[config.mk]
export PLATFORM = sky130hd
export DESIGN_NAME = branch_predict_unit
export DESIGN_NICKNAME = d
export VERILOG_FILES = /design/src/rtl/bpu_pkg.sv /design/src/rtl/sat_counter2.sv /design/src/rtl/branch_predict_unit.sv
export SDC_FILE = /design/constraint.sdc
export NUM_CORES = 1
export LEC_CHECK = 0
export CAP_MARGIN = 5
export CORE_MARGIN = 1.5
export CORE_UTILIZATION = 40
export DETAILED_ROUTE_END_ITERATION = 6
export SLEW_MARGIN = 5
export SYNTH_ARGS = -nofsm -noshare
export SYNTH_HDL_FRONTEND = slang
export SYNTH_SLANG_ARGS = --single-unit
[constraint.sdc]
create_clock -name clk -period 7.4 [get_ports clk]
set_input_delay 1.48 -clock clk [delete_from_list [all_inputs] [get_ports clk]]
set_output_delay 1.48 -clock clk [all_outputs]
set_load 0.02 [all_outputs]
[src/rtl/bpu_pkg.sv]
// Shared encodings for the branch predict unit: control-class codes seen in
// ID, PC mux select codes, and 2-bit counter initial values.
package bpu_pkg;

  // Control class of the instruction currently in ID.
  typedef enum logic [2:0] {
    JB_OTHERS = 3'd0,
    JB_BEQ    = 3'd1,
    JB_BNE    = 3'd2,
    JB_JR     = 3'd3,
    JB_J      = 3'd4,
    JB_JAL    = 3'd7
  } jb_e;

  // Next-PC mux select driven towards the fetch stage.
  typedef enum logic [2:0] {
    PC_SEQ     = 3'd0,  // pc+4, or if_pred_target when IF predicts taken
    PC_BR      = 3'd1,  // conditional branch target from ID
    PC_JMP     = 3'd2,  // direct jump target from ID
    PC_JR      = 3'd3,  // register jump target from ID
    PC_RECOVER = 3'd4   // id_pc+4 after a wrongly predicted taken
  } pc_src_e;

  // Counter values: after reset (weakly not-taken), and on allocation.
  localparam logic [1:0] CTR_RESET     = 2'd1;
  localparam logic [1:0] CTR_ALLOC_BR  = 2'd2;
  localparam logic [1:0] CTR_ALLOC_JMP = 2'd3;

  // True for the classes that train the table (everything but JR/OTHERS).
  function automatic logic trains_table(input logic [2:0] jb);
    return (jb == JB_BEQ) || (jb == JB_BNE) || (jb == JB_J) || (jb == JB_JAL);
  endfunction

endpackage

[src/rtl/sat_counter2.sv]
// Next-state logic for a 2-bit saturating up/down counter.
module sat_counter2 (
  input  logic [1:0] ctr_q,
  input  logic       inc,
  output logic [1:0] ctr_d
);

  // Step towards 3 when inc, towards 0 otherwise, holding at the ends.
  always_comb begin
    ctr_d = ctr_q;
    if (inc) begin
      if (ctr_q != 2'd3) ctr_d = ctr_q + 2'd1;
    end else begin
      if (ctr_q != 2'd0) ctr_d = ctr_q - 2'd1;
    end
  end

endmodule

[src/rtl/branch_predict_unit.sv]
// Direct-mapped BTB with 2-bit counters. IF looks up combinationally; ID
// resolves branches/jumps, raises flush and selects the next PC, and trains
// the table at the clock edge (reads in the same cycle see the old entry).
// Optional resolve/mispredict statistics are built when BPU_STATS_EN is
// defined; otherwise branch_cnt and mispred_cnt are constant 0.
//
// Qualification: an ID instruction acts (resolves, flushes, trains, counts)
// only in a cycle where id_valid=1 and id_stall=0; any other cycle is a no-op
// for ID regardless of the remaining id_* inputs.
module branch_predict_unit
  import bpu_pkg::*;
#(
  parameter int PC_W  = 32,
  parameter int IDX_W = 4
) (
  input  logic            clk,
  input  logic            rst,
  input  logic [PC_W-1:0] if_pc,
  output logic            if_pred_taken,
  output logic [PC_W-1:0] if_pred_target,
  input  logic            id_valid,
  input  logic            id_stall,
  input  logic [2:0]      id_jump_branch,
  input  logic            id_equ,
  input  logic [PC_W-1:0] id_pc,
  input  logic [PC_W-1:0] id_target,
  input  logic            id_pred_taken,
  input  logic [PC_W-1:0] id_pred_target,
  output logic            id_flush,
  output logic [2:0]      pc_src,
  output logic [31:0]     branch_cnt,
  output logic [31:0]     mispred_cnt
);

  localparam int DEPTH = 1 << IDX_W;
  localparam int TAG_W = PC_W - IDX_W - 2;

  // Table storage
  logic [DEPTH-1:0] tbl_valid;
  logic [1:0]       tbl_ctr [DEPTH];
  logic [TAG_W-1:0] tbl_tag [DEPTH];
  logic [PC_W-1:0]  tbl_tgt [DEPTH];

  // Word-aligned PCs: the low two bits carry no information here.
  logic unused_pc_bits;
  assign unused_pc_bits = ^{if_pc[1:0], id_pc[1:0]};

  // IF-side lookup
  logic [IDX_W-1:0] if_idx;
  logic [TAG_W-1:0] if_tag;
  logic             if_hit;

  assign if_idx = if_pc[IDX_W+1:2];
  assign if_tag = if_pc[PC_W-1:IDX_W+2];
  assign if_hit = tbl_valid[if_idx] && (tbl_tag[if_idx] == if_tag);

  // ID-side decode
  logic             resolve;
  logic             is_cond;
  logic             is_jmp;
  logic             is_jr;
  logic             actual_taken;
  logic             mispredict;
  logic             upd_en;
  logic [IDX_W-1:0] id_idx;
  logic [TAG_W-1:0] id_tag;
  logic             id_hit;
  logic [1:0]       id_ctr;
  logic [1:0]       ctr_next;

  assign is_cond = (id_jump_branch == JB_BEQ) || (id_jump_branch == JB_BNE);
  assign is_jmp  = (id_jump_branch == JB_J) || (id_jump_branch == JB_JAL);
  assign is_jr   = (id_jump_branch == JB_JR);
  assign resolve = id_valid && !id_stall && (id_jump_branch != JB_OTHERS);
  assign upd_en  = resolve && trains_table(id_jump_branch);

  assign id_idx = id_pc[IDX_W+1:2];
  assign id_tag = id_pc[PC_W-1:IDX_W+2];
  assign id_hit = tbl_valid[id_idx] && (tbl_tag[id_idx] == id_tag);
  assign id_ctr = tbl_ctr[id_idx];

  // Resolve the real direction and compare with what IF guessed.
  always_comb begin
    actual_taken = is_jmp || is_jr ||
                   ((id_jump_branch == JB_BEQ) && id_equ) ||
                   ((id_jump_branch == JB_BNE) && !id_equ);
    mispredict   = 1'b0;
    if (is_cond || is_jmp) begin
      mispredict = (id_pred_taken != actual_taken) ||
                   (id_pred_taken && actual_taken && (id_pred_target != id_target));
    end
  end

  assign id_flush = resolve && (mispredict || is_jr);

  // Next-PC select, highest priority first.
  always_comb begin
    pc_src = PC_SEQ;
    if (resolve && is_jr) begin
      pc_src = PC_JR;
    end else if (resolve && mispredict && actual_taken) begin
      pc_src = is_cond ? PC_BR : PC_JMP;
    end else if (resolve && mispredict) begin
      pc_src = PC_RECOVER;
    end
  end

  // Prediction is suppressed while ID is redirecting fetch anyway.
  always_comb begin
    if_pred_taken  = if_hit && tbl_ctr[if_idx][1] && !id_flush;
    if_pred_target = if_pred_taken ? tbl_tgt[if_idx] : '0;
  end

  sat_counter2 u_sat_counter2 (
    .ctr_q (id_ctr),
    .inc   (actual_taken),
    .ctr_d (ctr_next)
  );

  // Valid bits and counters: reset, saturating update on hit, allocate on taken miss.
  always_ff @(posedge clk) begin
    if (rst) begin
      tbl_valid <= '0;
      for (int i = 0; i < DEPTH; i++) begin
        tbl_ctr[i] <= CTR_RESET;
      end
    end else if (upd_en) begin
      if (id_hit) begin
        tbl_ctr[id_idx] <= ctr_next;
      end else if (actual_taken) begin
        tbl_valid[id_idx] <= 1'b1;
        tbl_ctr[id_idx]   <= is_cond ? CTR_ALLOC_BR : CTR_ALLOC_JMP;
      end
    end
  end

  // Tag and target: written on any taken training (hit rewrite or allocation).
  always_ff @(posedge clk) begin
    if (!rst && upd_en && actual_taken) begin
      tbl_tag[id_idx] <= id_tag;
      tbl_tgt[id_idx] <= id_target;
    end
  end

`ifdef BPU_STATS_EN
  logic [31:0] branch_cnt_q;
  logic [31:0] mispred_cnt_q;

  // Wrapping counters of resolved control transfers and of flushes.
  always_ff @(posedge clk) begin
    if (rst) begin
      branch_cnt_q  <= '0;
      mispred_cnt_q <= '0;
    end else begin
      if (resolve)  branch_cnt_q  <= branch_cnt_q + 32'd1;
      if (id_flush) mispred_cnt_q <= mispred_cnt_q + 32'd1;
    end
  end

  assign branch_cnt  = branch_cnt_q;
  assign mispred_cnt = mispred_cnt_q;
`else
  assign branch_cnt  = '0;
  assign mispred_cnt = '0;
`endif

endmodule

==> results of run 1 <==
## registers in the layout, summed over array words and instances, names as in the netlist
signal	count
tbl_ctr	32
tbl_tag	416
tbl_tgt	512
tbl_valid	16
## synthesized netlist by cell type (all sizes together), types with 3 or more instances
library cell,count
a22oi,28
edfxtp,960
a211oi,6
nand3,9
buf,145
clkbuf,61
a31oi,12
o21ai,10
inv,6
nand2b,7
and2,3
a221oi,11
a41oi,5
nor3,20
nor2,43
nor4,18
o22ai,7
mux4,362
o21bai,5
nand4,12
a21oi,11
mux2i,114
a22o,6
nand2,34
mux2,15
a21o,13
maj3,3
xor2,19
o2111ai,9
nor2b,41
o211ai,14
dfxtp,16
xnor2,76
## area by class of cell
cell class | count | area share [%]
Sequential cell | 976 | 58.8
Multi-Input combinational cell | 999 | 26.1
Clock buffer | 124 | 5.27
Timing Repair Buffer | 261 | 5.23
Tap cell | 1403 | 3.54
Clock inverter | 59 | 1.03
Inverter | 6 | 0.0454
Antenna cell | 4 | 0.0202
## cells in the final DEF (no fill, tap or decap), types with 12 or more instances in the layout
| cell type | n |
|---|---|
| nor3_2 | 12 |
| mux2_2 | 14 |
| buf_4 | 76 |
| a22oi_1 | 28 |
| clkinv_1 | 28 |
| mux4_2 | 362 |
| mux2i_1 | 114 |
| buf_12 | 17 |
| xnor2_1 | 76 |
| dfxtp_1 | 16 |
| clkbuf_1 | 23 |
| xor2_1 | 19 |
| nor2b_1 | 39 |
| clkdlybuf4s50_1 | 161 |
| a21o_1 | 13 |
| nor4_2 | 12 |
| nor2_1 | 38 |
| o211ai_1 | 14 |
| clkinv_2 | 14 |
| nand2_1 | 34 |
| conb_1 | 64 |
| clkbuf_16 | 101 |
| a31oi_1 | 12 |
| nand4_1 | 12 |
| edfxtp_1 | 960 |
## power breakdown
part           internal (mW)  switching, mW  leakage (nW)
clock                   2.69           2.12          1.50
sequential              6.09        0.00725          8.75
combinational          0.385          0.494          5.29
## metrics by stage
| stage | std cells | setup WS [ps] | utilization, % |
|---|---|---|---|
| final | 3832 | 284 | 46.4 |
| after global routing | 3830 | 185 | 46.4 |
| after CTS | 3828 | 219 | 46.4 |
| after detailed placement | 3645 | 257 | 43.5 |
| after global placement | 3645 | 227 | 43.5 |
| after floorplan | 2187 | 4.99 | - |
## cell families (layout without fill, tap and decap cells)
| family | Yosys count | after routing | synth area share [%] |
|---|---|---|---|
| AND/OR/NAND/NOR | 198 | 198 | 2.58 |
| AO/OA/AOI/OAI | 147 | 147 | 2.62 |
| XOR/XNOR | 95 | 95 | 1.94 |
| other | 1 | 68 | 0.00873 |
| adder cells (fa/ha/maj) | 4 | 4 | 0.0990 |
| flip-flops | 976 | 976 | 67.8 |
| multiplexers | 491 | 491 | 22.0 |
| buffers and inverters | 212 | 450 | 2.87 |
## critical path, cell delays in order
cell	delay, ps
clkdlybuf4s50_1	570
xnor2_1	510
nand4_1	200
nor4_1	490
nand2_1	440
a21oi_1	330
maj3_1	210
o22a_1	190
o2111ai_4	130
buf_12	210
nor2b_1	170
clkdlybuf4s50_1	620
## layer usage
layer | wire [um] | global-route usage, % | vias to the layer above
li1 | - | - | 9264
met3 | 7700 | 3.59 | 190
met5 | 82 | 0 | -
met1 | 46600 | 28.6 | 12100
met2 | 57700 | 35.2 | 954
met4 | 2730 | 6.03 | 14
## worst paths after layout
| path | from | end | slack [ps] | cells after the start |
|---|---|---|---|---|
| max | id_target[28] | if_pred_target[14] | 280 | 12 |
| min | tbl_valid[5] | tbl_valid[5] | 500 | 2 |
| max reg2reg | tbl_tag[9][19] | tbl_ctr[3][1] | 3180 | 10 |
| min reg2reg | tbl_valid[5] | tbl_valid[5] | 500 | 2 |
==> flow_metrics.py, run 1 <==
metrics = {
    "sta": {
        "hold_viol_final": 0,
        "fin_crit_sh_pct": 96.2,
        "finalSetupTns_ps": 0,
        "setup_viol_count_final": 0,
        "rsz0062_at_grt": "false",
        "relSlewSlack_pct": 12.3,
        "drv_slew": 0,
        "min_period_ps": 7120,
        "fmax_ghz": 0.141,
        "skew_ps": 33.3,
        "tightestPinTransition_ps": 1310,
        "whs_ps": 504,
    },
    "critical_path": {
        "cp.required_ps": 5920,
        "critPathLaunchType": "input pin",
        "worst_ep_arrival_time_ps": 5640,
        "end_kind": "primary output",
        "path_class": "in2out",
        "critical_path.max_fanout": 33,
    },
    "routing": {
        "ant_nets": 0,
        "wl_per_cell_um": 30.0,
        "drc": 0,
        "wl_um": 115000,
        "viasPerCell": 5.87,
        "dr.pass1.iters": 7,
        "drtIter0Drc": 2224,
        "vias": 22500,
    },
    "logic_synthesis": {
        "syn_avg_cell_area_sq_um": 20.2,
        "synth-async-reset-ratio_pct": 0,
        "synth_enable_flop_cells": 960,
        "yosys_warnings": 0,
        "synth_cell_type_count": 64,
        "ys_ff_latch": 976,
        "yosys.area.top_type_share_pct": 67.1,
        "synth_ff_type": "edfxtp_1",
        "ys_top_cells_by_area": "edfxtp_1 (67%), mux4_2 (19%), mux2i_1 (2.7%)",
        "synthCells": 2124,
        "synth-seq-area-share_pct": 67.8,
        "synth_top_area_cell": "edfxtp_1",
        "synthesis.area_sq_um": 43000,
    },
    "place": {
        "place_congestion": 0.808,
        "dp_hpwl_um": 63700,
        "placed_area_sq_um": 46400,
        "port_buffers": 169,
    },
    "pwr": {
        "max-vdd-ir-drop_mv": 0.173,
        "power.total_mw": 11.8,
        "power_density_nw_per_um2": 238,
        "power.leakage_nw": 15.5,
    },
    "outcome": {
        "outcome": "completed",
    },
    "clock_network": {
        "clk_pin_slew_worst_paths_ps": 60,
        "post_cts_buffers": 0,
        "clock_path_buffers": 3,
        "tritoncts": "done",
        "clock_sinks": 976,
        "cts-resized-gates": 0,
        "cts_buffers": 100,
        "clk_latency_ps": 680,
        "htreeDepth": 3,
        "postCtsHoldBufs": 0,
        "root_buffer": "clkbuf_16",
    },
    "floorplan": {
        "io-pin-count": 238,
        "die_w_um": 331,
        "die_h_um": 331,
        "dieArea_sq_um": 109000,
        "core_area_sq_um": 107000,
        "initial_core_util_pct": 40.2,
        "std_cell_rows": 120,
    },
    "cells_and_area": {
        "fin_area_sq_um": 49600,
        "area_growth_pct": 15.4,
        "nets": 2482,
        "drive_above_1_share_pct": 26.8,
        "multi_input_area_sq_um": 12900,
        "ff_latch_area_sq_um": 29100,
        "fillers": 8846,
    },
    "hold_path": {
        "min_path_type": "reg2reg",
    },
    "global_routing": {
        "grtUsageTotal_pct": 21.1,
        "grt_pass1_wl_um": 165000,
        "grt_max_degree": 81,
        "grt_pass1_vias": 23300,
        "antenna_found_initial": 10,
        "grt.overflow.total": 0,
    },
    "run": {
        "drv_cap": 0,
    },
}
(Power assumes the default switching activity.)
==> inputs of run 2 (changes only) <==
--- a/config.mk
+++ b/config.mk
@@ -5,8 +5,7 @@
 export SDC_FILE = /design/constraint.sdc
 export NUM_CORES = 1
 export LEC_CHECK = 0
-export CAP_MARGIN = 5
-export CORE_MARGIN = 1.5
+export CAP_MARGIN = 15
 export CORE_UTILIZATION = 40
 export DETAILED_ROUTE_END_ITERATION = 6
 export SLEW_MARGIN = 5
==> constraint.sdc (replaced) <==
create_clock -name clk -period 6.5 [get_ports clk]
set_input_delay 1.3 -clock clk [delete_from_list [all_inputs] [get_ports clk]]
set_output_delay 1.3 -clock clk [all_outputs]
set_load 0.02 [all_outputs]
==> flow_metrics.py, run 2 (synthesis results as in run 1) <==
metrics = {
    "global_routing": {
        "grtUsageTotal_pct": 21.0,
        "grt_max_degree": 117,
        "grt_pass1_vias": 23400,
        "grt.overflow.total": 0,
        "grt_pass1_wl_um": 164000,
        "antenna_found_initial": 10,
    },
    "routing": {
        "wl_per_cell_um": 29.4,
        "vias": 22400,
        "viasPerCell": 5.80,
        "ant_nets": 0,
        "drc": 0,
        "dr.pass1.iters": 6,
        "wl_um": 114000,
        "drtIter0Drc": 2575,
    },
    "hold_path": {
        "hold_end": "tbl_valid[13]",
        "min_path_cells": 2,
        "min_path_type": "reg2reg",
        "min_from": "tbl_valid[13]",
    },
    "cells_and_area": {
        "final_common_cell": "edfxtp_1",
        "biggestRegsByFlops": "tbl_tgt x512, tbl_tag x416, tbl_ctr x32",
        "drive_above_1_share_pct": 29.1,
        "nets": 2536,
        "layout.cells.most_common_list": "edfxtp_1 (960), mux4_2 (362), clkdlybuf4s50_1 (142), buf_4 (124), mux2i_1 (114)",
        "largest_register": "tbl_tgt",
        "fin_util_pct": 47.4,
        "area_growth_pct": 16.9,
        "largest_reg_flops": 512,
    },
    "pwr": {
        "power.total_mw": 13.7,
        "power_density_nw_per_um2": 273,
        "p_sw_mw": 3.02,
        "switching_share_pct": 22.0,
        "power.leakage_nw": 16.1,
        "seqPwrFrac_pct": 50.7,
        "power_frac_comb_pct": 7.6,
        "p_int_mw": 10.7,
        "p_clk_share_pct": 41.8,
        "max-vdd-ir-drop_mv": 0.213,
    },
    "outcome": {
        "outcome": "completed",
    },
    "critical_path": {
        "r2r_start": "tbl_tag[13][19]",
        "critPathMaxStageDelay_ps": 620,
        "reg2reg_slack_ps": 2450,
        "reg2reg_depth": 10,
        "critical_path.max_fanout": 18,
        "timing.rr.end": "tbl_ctr[4][1]",
        "critPathLaunchType": "input pin",
        "cp_cell_sequence": "clkdlybuf4s50_1 -> xnor2_1 -> buf_4 -> nand4_1 -> buf_4 -> nor4_1 -> nand2_1 -> buf_12 -> a21oi_1 -> maj3_1 -> o22a_1 -> o2111ai_4 -> buf_12 -> nor2b_1 -> clkdlybuf4s50_1",
        "path_class": "in2out",
        "slowest_stage": "clkdlybuf4s50_1",
        "end_kind": "primary output",
        "worst_ep_arrival_time_ps": 5050,
        "cp.required_ps": 5200,
    },
    "sta": {
        "whs_ps": 503,
        "setup_viol_count_final": 0,
        "finalSetupTns_ps": 0,
        "relSlewSlack_pct": 19.1,
        "fin_crit_sh_pct": 97.7,
        "skew_ps": 32.1,
        "hold_viol_final": 0,
        "min_period_ps": 6350,
        "rsz0062_at_grt": "false",
        "drv_slew": 0,
        "layout_setup_ws_ps": 152,
        "fmax_ghz": 0.158,
        "tightestPinTransition_ps": 1210,
    },
    "clock_network": {
        "clock_sinks": 976,
        "tritoncts": "done",
        "cts_buffers": 100,
        "root_buffer": "clkbuf_16",
        "clk_latency_ps": 680,
        "htreeDepth": 3,
        "clk_pin_slew_worst_paths_ps": 60,
        "clock_path_buffers": 3,
        "post_cts_buffers": 0,
    },
    "floorplan": {
        "core_area_sq_um": 106000,
        "dieArea_sq_um": 109000,
        "die_h_um": 330,
        "initial_core_util_pct": 40.6,
        "die_w_um": 330,
        "std_cell_rows": 119,
        "io-pin-count": 238,
    },
    "place": {
        "place_congestion": 0.820,
        "dp_slack_ps": -66.7,
        "port_buffers": 169,
        "dp_hpwl_um": 64900,
    },
    "run": {
        "drv_cap": 0,
    },
}
-- run 2: worst max-delay path by stage --
stage	from	to	slack, ps	cells past startpoint
finish	id_target[13]	if_pred_target[14]	150	15
global route	id_target[13]	if_pred_target[12]	30	15
CTS	id_target[13]	if_pred_target[18]	0.7	16
detailed placement	id_target[28]	if_pred_target[10]	-70	15
global placement	id_target[28]	if_pred_target[10]	-30	15
floorplan	id_jump_branch[2]	tbl_tag[15][0]	-720	7
-- run 2: cell type report --
type | count | area (sq um)
antenna | 3 | 7.51
inverter | 6 | 22.5
sequential | 976 | 29100
clock inverter | 61 | 646
clock buffer | 120 | 2620
timing repair buffer | 315 | 3070
fill | 8728 | 55700
tap | 1391 | 1740
multi-input combinational | 999 | 13000
-- run 2: through the flow --
step / std cells / area, sq um
floorplan: 2187 / 43200
global placement: 3686 / 46900
detailed placement: 3686 / 46900
CTS: 3867 / 50200
global route: 3869 / 50200
finish: 3871 / 50200
-- run 2: power by group through the flow --
stage,combinational [mW],clock (mW),sequential (mW)
global route,1.10,6.03,6.94
global placement,1.03,0,7.07
detailed placement,1.04,0,7.07
finish,1.03,5.71,6.94
floorplan,0.635,0,7.07
CTS,1.05,5.81,6.94
-- run 2: what timing repair did --
item,in CTS,in global routing
pin swaps,1,1
endpoints found under the hold margin,0,0
hold buffers,0,0
setup endpoints to repair,17,8
gates resized for setup,16,7
-- run 2: layer usage --
| metal | GRT usage [%] | up-vias | part of all wire (%) | routed length (um) |
|---|---|---|---|---|
| li1 | - | 9370 | - | - |
| met1 | 28.7 | 12000 | 41 | 46900 |
| met2 | 35.0 | 917 | 50 | 56600 |
| met4 | 6.28 | 10 | 2.9 | 3330 |
| met3 | 2.97 | 192 | 6.1 | 6970 |
| met5 | 0 | - | 0.063 | 72 |
-- run 2: critical path: cells and delay by family --
kind | cells | cell delay [ps]
compound gates | 3 | 570
xor+xnor | 1 | 150
fa+ha+maj | 1 | 220
buf+inv | 6 | 1980
simple gates | 4 | 770
==> inputs of run 3 (changes only) <==
--- a/config.mk
+++ b/config.mk
@@ -8,6 +8,8 @@
 export CAP_MARGIN = 15
 export CORE_UTILIZATION = 40
 export DETAILED_ROUTE_END_ITERATION = 6
+export HOLD_SLACK_MARGIN = 0.05
+export PLACE_DENSITY = 0.64
 export SLEW_MARGIN = 5
 export SYNTH_ARGS = -nofsm -noshare
 export SYNTH_HDL_FRONTEND = slang
==> flow_metrics.py, run 3 (synthesis results as in run 1) <==
metrics = {
    "pwr": {
        "power.total_mw": 13.6,
        "power_density_nw_per_um2": 272,
        "p_clk_share_pct": 41.3,
        "seqPwrFrac_pct": 51.1,
        "power.leakage_nw": 15.8,
        "p_sw_mw": 2.98,
        "max-vdd-ir-drop_mv": 0.203,
        "p_int_mw": 10.6,
        "switching_share_pct": 22.0,
        "power_frac_comb_pct": 7.6,
    },
    "routing": {
        "wl_um": 112000,
        "drtIter0Drc": 2476,
        "vias": 22400,
        "dr.pass1.iters": 5,
        "drc": 0,
        "viasPerCell": 5.83,
        "ant_nets": 0,
        "wl_per_cell_um": 29.1,
    },
    "sta": {
        "setup_viol_count_final": 0,
        "skew_ps": 39.7,
        "fin_crit_sh_pct": 98.1,
        "relSlewSlack_pct": 29.2,
        "fmax_ghz": 0.157,
        "hold_viol_final": 0,
        "min_period_ps": 6380,
        "whs_ps": 504,
        "drv_slew": 0,
        "tightestPinTransition_ps": 1060,
    },
    "floorplan": {
        "io-pin-count": 238,
        "initial_core_util_pct": 40.6,
        "std_cell_rows": 119,
        "dieArea_sq_um": 109000,
        "die_w_um": 330,
        "die_h_um": 330,
        "core_area_sq_um": 106000,
    },
    "critical_path": {
        "critPathBufInv": 4,
        "cp_common_cell": "mux4_2",
        "worst_ep_arrival_time_ps": 5080,
        "critical_path.max_fanout": 42,
        "cp_cell_sequence": "buf_6 -> mux4_2 -> mux4_2 -> xnor2_1 -> nand4_1 -> nor3_1 -> buf_4 -> o2111ai_4 -> buf_12 -> nor2b_1 -> clkdlybuf4s50_1",
        "cp.required_ps": 5200,
        "critPathMaxStageDelay_ps": 630,
        "path_class": "in2out",
        "critPathLaunchType": "input pin",
        "critPathTopFamily": "buffers and inverters",
        "end_kind": "primary output",
        "slowest_stage": "clkdlybuf4s50_1",
    },
    "hold_path": {
        "min_path_type": "reg2reg",
    },
    "cells_and_area": {
        "biggestRegsByFlops": "tbl_tgt x512, tbl_tag x416, tbl_ctr x32",
        "final_common_cell": "edfxtp_1",
        "largest_register": "tbl_tgt",
        "drive_above_1_share_pct": 28.2,
        "fin_util_pct": 47.2,
        "layout.cells.most_common_list": "edfxtp_1 (960), mux4_2 (362), clkdlybuf4s50_1 (160), mux2i_1 (114), buf_4 (109)",
        "area_growth_pct": 16.3,
        "nets": 2517,
        "largest_reg_flops": 512,
        "fin_cells": 3849,
        "fillers": 8670,
        "fin_area_sq_um": 50000,
    },
    "global_routing": {
        "grt_pass1_wl_um": 162000,
        "antenna_found_initial": 11,
        "grt.overflow.total": 0,
        "grt_pass1_vias": 23400,
        "grt_max_degree": 129,
        "grtUsageTotal_pct": 20.7,
    },
    "place": {
        "place_congestion": 0.804,
        "dp_hpwl_um": 63300,
        "dp.cells": 3669,
        "placed_area_sq_um": 46800,
        "port_buffers": 169,
    },
    "clock_network": {
        "clock_sinks": 976,
        "clk_latency_ps": 690,
        "clk_pin_slew_worst_paths_ps": 50,
        "postCtsHoldBufs": 0,
        "htreeDepth": 3,
        "post_cts_buffers": 0,
        "cts_buffers": 98,
        "root_buffer": "clkbuf_16",
        "tritoncts": "done",
        "clock_path_buffers": 3,
    },
    "run": {
        "drv_cap": 0,
    },
    "outcome": {
        "outcome": "completed",
    },
}
-- run 3: timing repair --
action / in CTS / in global routing
pin swaps: 0 / 2
setup endpoints to repair: 29 / 32
resized for setup: 1 / 5
-- run 3: final timing paths --
kind | start | end | slack, ps | cells past startpoint
setup reg to reg | tbl_tag[5][19] | tbl_ctr[1][1] | 2520 | 10
hold / removal | tbl_valid[12] | tbl_valid[12] | 500 | 2
hold reg to reg | tbl_valid[12] | tbl_valid[12] | 500 | 2
setup / recovery | if_pc[3] | if_pred_target[16] | 120 | 11
-- run 3: layer usage --
metal	vias to the layer above	wire length, um	GRT usage (%)
met3	162	7120	3.15
met1	12000	45400	27.6
met4	6	2900	6.04
met2	894	56500	35.1
met5	-	42	0
li1	9316	-	-
-- run 3: worst min-delay path, delay by kind of cell (launching register included) --
family | cells | cell delay [ps]
AO/OA/AOI/OAI | 1 | 50
AND/OR/NAND/NOR | 1 | 80
flip-flops | 1 | 350
-- run 3: through the flow --
stage	setup TNS (ps)	setup WS, ps
floorplan	-445480	-715
global placement	-783	-44.4
detailed placement	-336	-50.6
CTS	0	35.8
global route	-0.143	-0.143
finish	0	122
-- run 3: final cells by class --
cell class                 instances  area, sq um  area share, %
antenna                            2         5.00         0.0100
clock buffer                     117         2540           5.09
clock inverter                    60          617           1.23
inverter                           6         22.5         0.0451
multi-input combinational        999        13000           25.9
sequential                       976        29100           58.3
tap                             1391         1740           3.48
timing repair buffer             298         2930           5.86
-- run 3: power by group through the flow --
stage	clock network [mW]	registers, mW	logic [mW]
2_1_floorplan	0	7.07	0.635
3_3_place_gp	0	7.07	1.01
3_5_place_dp	0	7.07	1.03
4_1_cts	5.69	6.94	1.03
5_1_grt	5.91	6.94	1.09
6_report	5.61	6.94	1.02
